`src/rtl/stack_controller_pkg.sv`:
```
// Shared types and constants for the return-address stack controller.
// Also holds the op encoding used by the control and interrupt units.
package stack_controller_pkg;

    localparam int DEPTH   = 64;
    localparam int ADDR_W  = 8;
    localparam int DEPTH_W = $clog2(DEPTH) + 1;

    typedef enum logic [1:0] {
        S_IDLE    = 2'b00,
        S_ISSUE   = 2'b01,
        S_CAPTURE = 2'b10
    } state_e;

    localparam logic [1:0] ERR_NONE = 2'b00;
    localparam logic [1:0] ERR_OVF  = 2'b01;
    localparam logic [1:0] ERR_UNF  = 2'b10;
    localparam logic [1:0] ERR_BOTH = 2'b11;

    localparam logic OWN_CPU = 1'b0;
    localparam logic OWN_INT = 1'b1;

    localparam logic OP_PUSH = 1'b1;
    localparam logic OP_POP  = 1'b0;

    // A push needs a free slot, a pop needs a filled one.
    function automatic logic op_legal(input logic op,
                                      input logic [DEPTH_W-1:0] depth);
        if (op == OP_PUSH)
            return depth < DEPTH_W'(DEPTH);
        return depth != '0;
    endfunction

endpackage

```
`src/rtl/stack_rr_arbiter.sv`:
```
// Two-way round-robin grant between the CPU and interrupt requesters.
// The preference pointer flips on every grant taken.
module stack_rr_arbiter
    import stack_controller_pkg::*;
(
    input  logic clk,
    input  logic rst_n,
    input  logic req_cpu,
    input  logic req_int,
    input  logic take,
    output logic grant_own
);

    logic fav_int;

    always_comb begin
        grant_own = OWN_CPU;
        if (req_int && (!req_cpu || fav_int))
            grant_own = OWN_INT;
    end

    always_ff @(posedge clk or negedge rst_n) begin
        if (!rst_n)
            fav_int <= 1'b0;
        else if (take)
            fav_int <= ~fav_int;
    end

endmodule

```
`src/rtl/stack_controller.sv`:
```
// Arbitrating sequencer in front of the return-address stack file:
// grants one push/pop at a time, guards depth and reports errors.
module stack_controller
    import stack_controller_pkg::*;
(
    input  logic               Sys_Clock,
    input  logic               Reset_N,
    input  logic               Cpu_Req,
    input  logic               Cpu_Op,
    input  logic [ADDR_W-1:0]  Cpu_Data,
    output logic               Cpu_Ack,
    input  logic               Int_Req,
    input  logic               Int_Op,
    input  logic [ADDR_W-1:0]  Int_Data,
    output logic               Int_Ack,
    input  logic               Flush,
    input  logic               Err_Clear,
    input  logic [ADDR_W-1:0]  Ret_Data,
    output logic               Stack_Enable,
    output logic               Stack_Write,
    output logic [ADDR_W-1:0]  NPPC,
    output logic               Stack_Clear,
    output logic               Ret_Valid,
    output logic [ADDR_W-1:0]  Ret_Add_Out,
    output logic               Ret_Owner,
    output logic [DEPTH_W-1:0] Depth,
    output logic               Full,
    output logic               Empty,
    output logic               Err_Out,
    output logic [1:0]         Err_Code
);

    state_e             state;
    logic [DEPTH_W-1:0] depth;
    logic               own_q;
    logic               op_q;
    logic               legal_q;
    logic               flush_pend;
    logic               clr_q;
    logic [1:0]         err_code;

    logic               grant_own;
    logic               sel_op;
    logic [ADDR_W-1:0]  sel_data;
    logic               sel_legal;
    logic               flush_now;
    logic               take;
    logic [1:0]         new_err;

    stack_rr_arbiter u_arb (
        .clk       (Sys_Clock),
        .rst_n     (Reset_N),
        .req_cpu   (Cpu_Req),
        .req_int   (Int_Req),
        .take      (take),
        .grant_own (grant_own)
    );

    always_comb begin
        sel_op    = (grant_own == OWN_INT) ? Int_Op : Cpu_Op;
        sel_data  = (grant_own == OWN_INT) ? Int_Data : Cpu_Data;
        sel_legal = op_legal(sel_op, depth);
        flush_now = Flush || flush_pend;
        take      = (state == S_IDLE) && !flush_now
                    && (Cpu_Req || Int_Req);
        new_err   = ERR_NONE;
        if (state == S_ISSUE && !legal_q)
            new_err = (op_q == OP_PUSH) ? ERR_OVF : ERR_UNF;
    end

    always_ff @(posedge Sys_Clock or negedge Reset_N) begin
        if (!Reset_N) begin
            state        <= S_IDLE;
            depth        <= '0;
            own_q        <= OWN_CPU;
            op_q         <= OP_POP;
            legal_q      <= 1'b0;
            flush_pend   <= 1'b0;
            clr_q        <= 1'b0;
            err_code     <= ERR_NONE;
            Cpu_Ack      <= 1'b0;
            Int_Ack      <= 1'b0;
            Stack_Enable <= 1'b0;
            Stack_Write  <= 1'b0;
            NPPC         <= '0;
            Ret_Valid    <= 1'b0;
            Ret_Add_Out  <= '0;
            Ret_Owner    <= OWN_CPU;
        end else begin
            Cpu_Ack      <= 1'b0;
            Int_Ack      <= 1'b0;
            Stack_Enable <= 1'b0;
            Stack_Write  <= 1'b0;
            Ret_Valid    <= 1'b0;
            clr_q        <= 1'b0;

            // A fresh error outranks a simultaneous clear.
            if (Err_Clear)
                err_code <= new_err;
            else
                err_code <= err_code | new_err;

            unique case (state)
                S_IDLE: begin
                    if (flush_now) begin
                        depth      <= '0;
                        clr_q      <= 1'b1;
                        flush_pend <= 1'b0;
                    end else if (take) begin
                        own_q        <= grant_own;
                        op_q         <= sel_op;
                        legal_q      <= sel_legal;
                        NPPC         <= sel_data;
                        Stack_Enable <= sel_legal;
                        Stack_Write  <= sel_legal && (sel_op == OP_PUSH);
                        Cpu_Ack      <= (grant_own == OWN_CPU);
                        Int_Ack      <= (grant_own == OWN_INT);
                        state        <= S_ISSUE;
                    end
                end
                S_ISSUE: begin
                    flush_pend <= flush_pend || Flush;
                    state      <= S_IDLE;
                    if (legal_q && op_q == OP_PUSH)
                        depth <= depth + 1'b1;
                    if (legal_q && op_q == OP_POP) begin
                        depth       <= depth - 1'b1;
                        Ret_Valid   <= 1'b1;
                        Ret_Add_Out <= Ret_Data;
                        Ret_Owner   <= own_q;
                        state       <= S_CAPTURE;
                    end
                end
                S_CAPTURE: begin
                    flush_pend <= flush_pend || Flush;
                    state      <= S_IDLE;
                end
                default: state <= S_IDLE;
            endcase
        end
    end

    assign Stack_Clear = clr_q || !Reset_N;
    assign Depth       = depth;
    assign Full        = (depth == DEPTH_W'(DEPTH));
    assign Empty       = (depth == '0);
    assign Err_Code    = err_code;
    assign Err_Out     = |err_code;

endmodule

```
`config.mk`:
```
export PLATFORM = sky130hd
export DESIGN_NAME = stack_controller
export DESIGN_NICKNAME = d
export VERILOG_FILES = /design/src/rtl/stack_controller_pkg.sv /design/src/rtl/stack_rr_arbiter.sv /design/src/rtl/stack_controller.sv
export SDC_FILE = /design/constraint.sdc
export NUM_CORES = 1
export LEC_CHECK = 0
export CAP_MARGIN = 20
export CELL_PAD_IN_SITES_DETAIL_PLACEMENT = 0
export CELL_PAD_IN_SITES_GLOBAL_PLACEMENT = 1
export CORE_MARGIN = 2
export CORE_UTILIZATION = 35
export DETAILED_ROUTE_END_ITERATION = 8
export PLACE_DENSITY = 0.81
export SYNTH_ARGS = -nofsm -noshare
export SYNTH_HDL_FRONTEND = slang
export SYNTH_SLANG_ARGS = --single-unit
```
`constraint.sdc`:
```
create_clock -name Sys_Clock -period 3.45 [get_ports Sys_Clock]
set_input_delay 0.345 -clock Sys_Clock [delete_from_list [all_inputs] [get_ports Sys_Clock]]
set_output_delay 0.345 -clock Sys_Clock [all_outputs]
set_load 0.005 [all_outputs]
```
==> results.py <==
metrics = {
    "setup_path": {
        "end_kind": "primary output",
        "r2r_setup_slack_ps": 1180,
        "cp_top_family": "simple AND/OR/NAND/NOR gates",
        "timing.rr.start": "legal_q",
        "r2r_end": "Depth[2]",
        "crit_chain": "or4_1 > nor4b_1 > clkdlybuf4s50_1",
        "cp_slowest_cell": "or4_1",
        "cpPeakStageDelay_ps": 580,
        "cp.buffers_inverters": 1,
        "cp-start-kind": "register",
        "required_ps": 3110,
        "ff2ff_path_depth": 7,
        "cp-startpoint": "Depth[2]",
        "worstSetupPathType": "reg -> out",
        "arrival_ps": 2220,
        "cp_num_cells": 3,
        "crit_fanout": 12,
        "cp-endpoint": "Full",
    },
    "finish": {
        "area_growth_syn_to_layout_pct": 44.6,
        "num_antenna_cells": 0,
        "fillers": 499,
        "drive_gt1_share_pct": 8.24,
        "fin_nets": 289,
        "seqCellArea_um2": 976,
        "multiInputGateArea_um2": 767,
    },
    "placement": {
        "portBuffers": 66,
        "detailed_place_hpwl_mm": 3.16,
        "gp_congestion": 0.858,
    },
    "timing": {
        "final.setup.tns_ps": 0,
        "fmax_ghz": 0.390,
        "skew_ps": 9.05,
        "rsz0062_at_grt": "no",
        "relSlewSlack_pct": 67.1,
        "timing.hold.ws_ps": 144,
        "finalHoldViolCount": 0,
        "tightestPinTransition_ps": 493,
        "finalMaxSlewViolations": 0,
        "layout_worst_path_cycle_share_pct": 74.4,
        "setup_violations": 0,
        "post-route-min-period_ps": 2570,
    },
    "logic_synthesis": {
        "yosys_warnings": 0,
        "avgSynthCellArea_um2": 9.94,
        "netlist_instances": 185,
        "synthTopCellsByArea": "dfrtp_1 (53%), nand2_1 (7.8%), a222oi_1 (4.4%), inv_1 (3.7%), o21ai_0 (2.7%)",
        "synth_cell_types": 46,
        "synth.net_count": 220,
        "ys_ff_latch": 39,
        "yosysSeqAreaShare_pct": 53.1,
        "netlist_area_um2": 1840,
        "async_reset_ff_share_pct": 100,
        "netlist.top_cell.by_area": "dfrtp_1",
        "synth_flop_cell": "dfrtp_1",
        "synth_edf_count": 0,
        "synth_top_cell_area_share_pct": 53.1,
    },
    "run_status": {
        "status": "complete, no violations",
    },
    "power_and_ir_drop": {
        "pwr_density_cell_nw_per_um2": 796,
        "leakagePower_nw": 1.22,
        "vdd.ir_drop.worst_v": 0.000309,
    },
    "clock_network": {
        "cts_buffers": 5,
        "clock_latency_ps": 290,
        "cts_tree": "done",
        "cts_sinks": 39,
        "clk_pin_slew_worst_paths_ps": 70,
        "postCtsHoldBufs": 0,
        "cts_root_buf": "clkbuf_8",
        "cts_buffer_depth": 2,
        "post_cts_buffers": 0,
        "cts_resized": 0,
        "htreeDepth": 2,
    },
    "die": {
        "io-pin-count": 67,
        "fp.dieW_um": 76.5,
        "dieArea_um2": 5850,
        "coreArea_um2": 5070,
        "initial_utilization_pct": 36.2,
        "fp.dieH_um": 76.5,
        "rows": 26,
    },
    "drt": {
        "drc": 0,
        "routed_wl_mm": 4.36,
        "postRouteAntennaNets": 0,
        "vias": 1599,
        "routedWlPerCell_um": 13.4,
        "via_per_inst": 4.92,
        "dr.first_iter.drc_count": 70,
        "drt_pass1_iterations": 5,
    },
    "run": {
        "max_cap_viol_count": 0,
    },
    "global_routing": {
        "grt_max_degree": 40,
        "grt_pass1_vias": 1525,
        "antenna_found_initial": 0,
        "track_usage_pct": 16.0,
        "grt-ovfl-total": 0,
        "grt_pass1_wl_mm": 7.52,
    },
    "hold_path": {
        "hold_class": "in -> async",
    },
}
-- per-stage QoR --
step	cells	util (%)	total power, mW	cell area [um2]	setup slack [ps]
finish	325	52.4	2.11	2660	885
CTS	325	52.4	2.14	2660	901
global route	325	52.4	2.30	2660	802
floorplan	185	-	1.32	1840	1370
detailed placement	317	50.7	1.84	2570	1210
global placement	317	50.7	1.83	2570	1210
-- sequential cells by signal, summed over array words and instances, names as in the netlist, 2 cells and up --
signal	flops
Depth	7
Err_Code	2
NPPC	8
Ret_Add_Out	8
state	2
-- where the power goes --
part	switching, mW	leakage, nW	total, mW	internal, mW
Combinational	0.450	0.683	1.02	0.569
Sequential	0.152	0.500	0.797	0.645
Clock	0.157	0.0412	0.298	0.141
-- cells in the mapped netlist, types with 2 or more instances --
cell type and count:
a21oi_1 4, a222oi_1 8, a22o_2 2, and3_1 3, and4_1 3, clkbuf_1 5, dfrtp_1 39, ha_1 3
inv_1 18, nand2_1 38, nand2b_1 3, nand3_1 4, nor2_1 7, nor2b_1 2, nor3_1 4, nor4_1 2
o21ai_0 10, xnor2_1 2
-- kinds of logic (layout without fill, tap and decap cells) --
group | count (synthesis) | in the layout | synth area share (%)
flops | 39 | 39 | 53.1
xor+xnor | 2 | 2 | 0.953
mux | 1 | 1 | 0.545
buf+inv | 25 | 95 | 5.17
simple gates | 79 | 79 | 23.6
fa+ha+maj | 3 | 3 | 2.04
compound gates | 36 | 36 | 14.6
-- cells in the final DEF (no fill, tap or decap), types with 2 or more instances in the layout --
cell type / instances
nand3_1: 4
a22o_2: 2
nor2_1: 7
and4_1: 3
nor4_1: 2
clkdlybuf4s50_1: 65
nand2b_1: 3
nor3_1: 4
nand2_1: 38
clkbuf_8: 5
ha_1: 3
buf_4: 2
xnor2_1: 2
dfrtp_1: 39
inv_1: 18
a222oi_1: 8
o21ai_0: 10
a21oi_1: 4
and3_1: 3
nor2b_1: 2
-- per-layer routing --
| metal | GRT usage (%) | part of all wire [%] |
|---|---|---|
| met3 | 3.91 | 5.0 |
| met4 | 6.00 | 1.4 |
| met1 | 22.4 | 48 |
| met2 | 24.0 | 46 |
| met5 | 0 | 0 |
-- worst min path at each step --
stage	from	endpoint	slack (ps)	cells after the start
after floorplan	Reset_N	Cpu_Ack	50	0
after global placement	own_q	Ret_Owner	450	2
after detailed placement	own_q	Ret_Owner	460	2
after CTS	Reset_N	own_q	180	2
after global routing	Reset_N	state[1]	200	2
final	Reset_N	Depth[4]	140	2
-- final cells by class --
type | count | share of cell area, %
repair buffers | 68 | 25.2
inverters | 19 | 2.68
flip-flops and latches | 39 | 36.7
clock inverters | 2 | 0.471
well taps | 70 | 3.30
multi-input cells | 121 | 28.9
clock buffers | 6 | 2.73
Note: power is estimated with default switching activity, not from simulation.
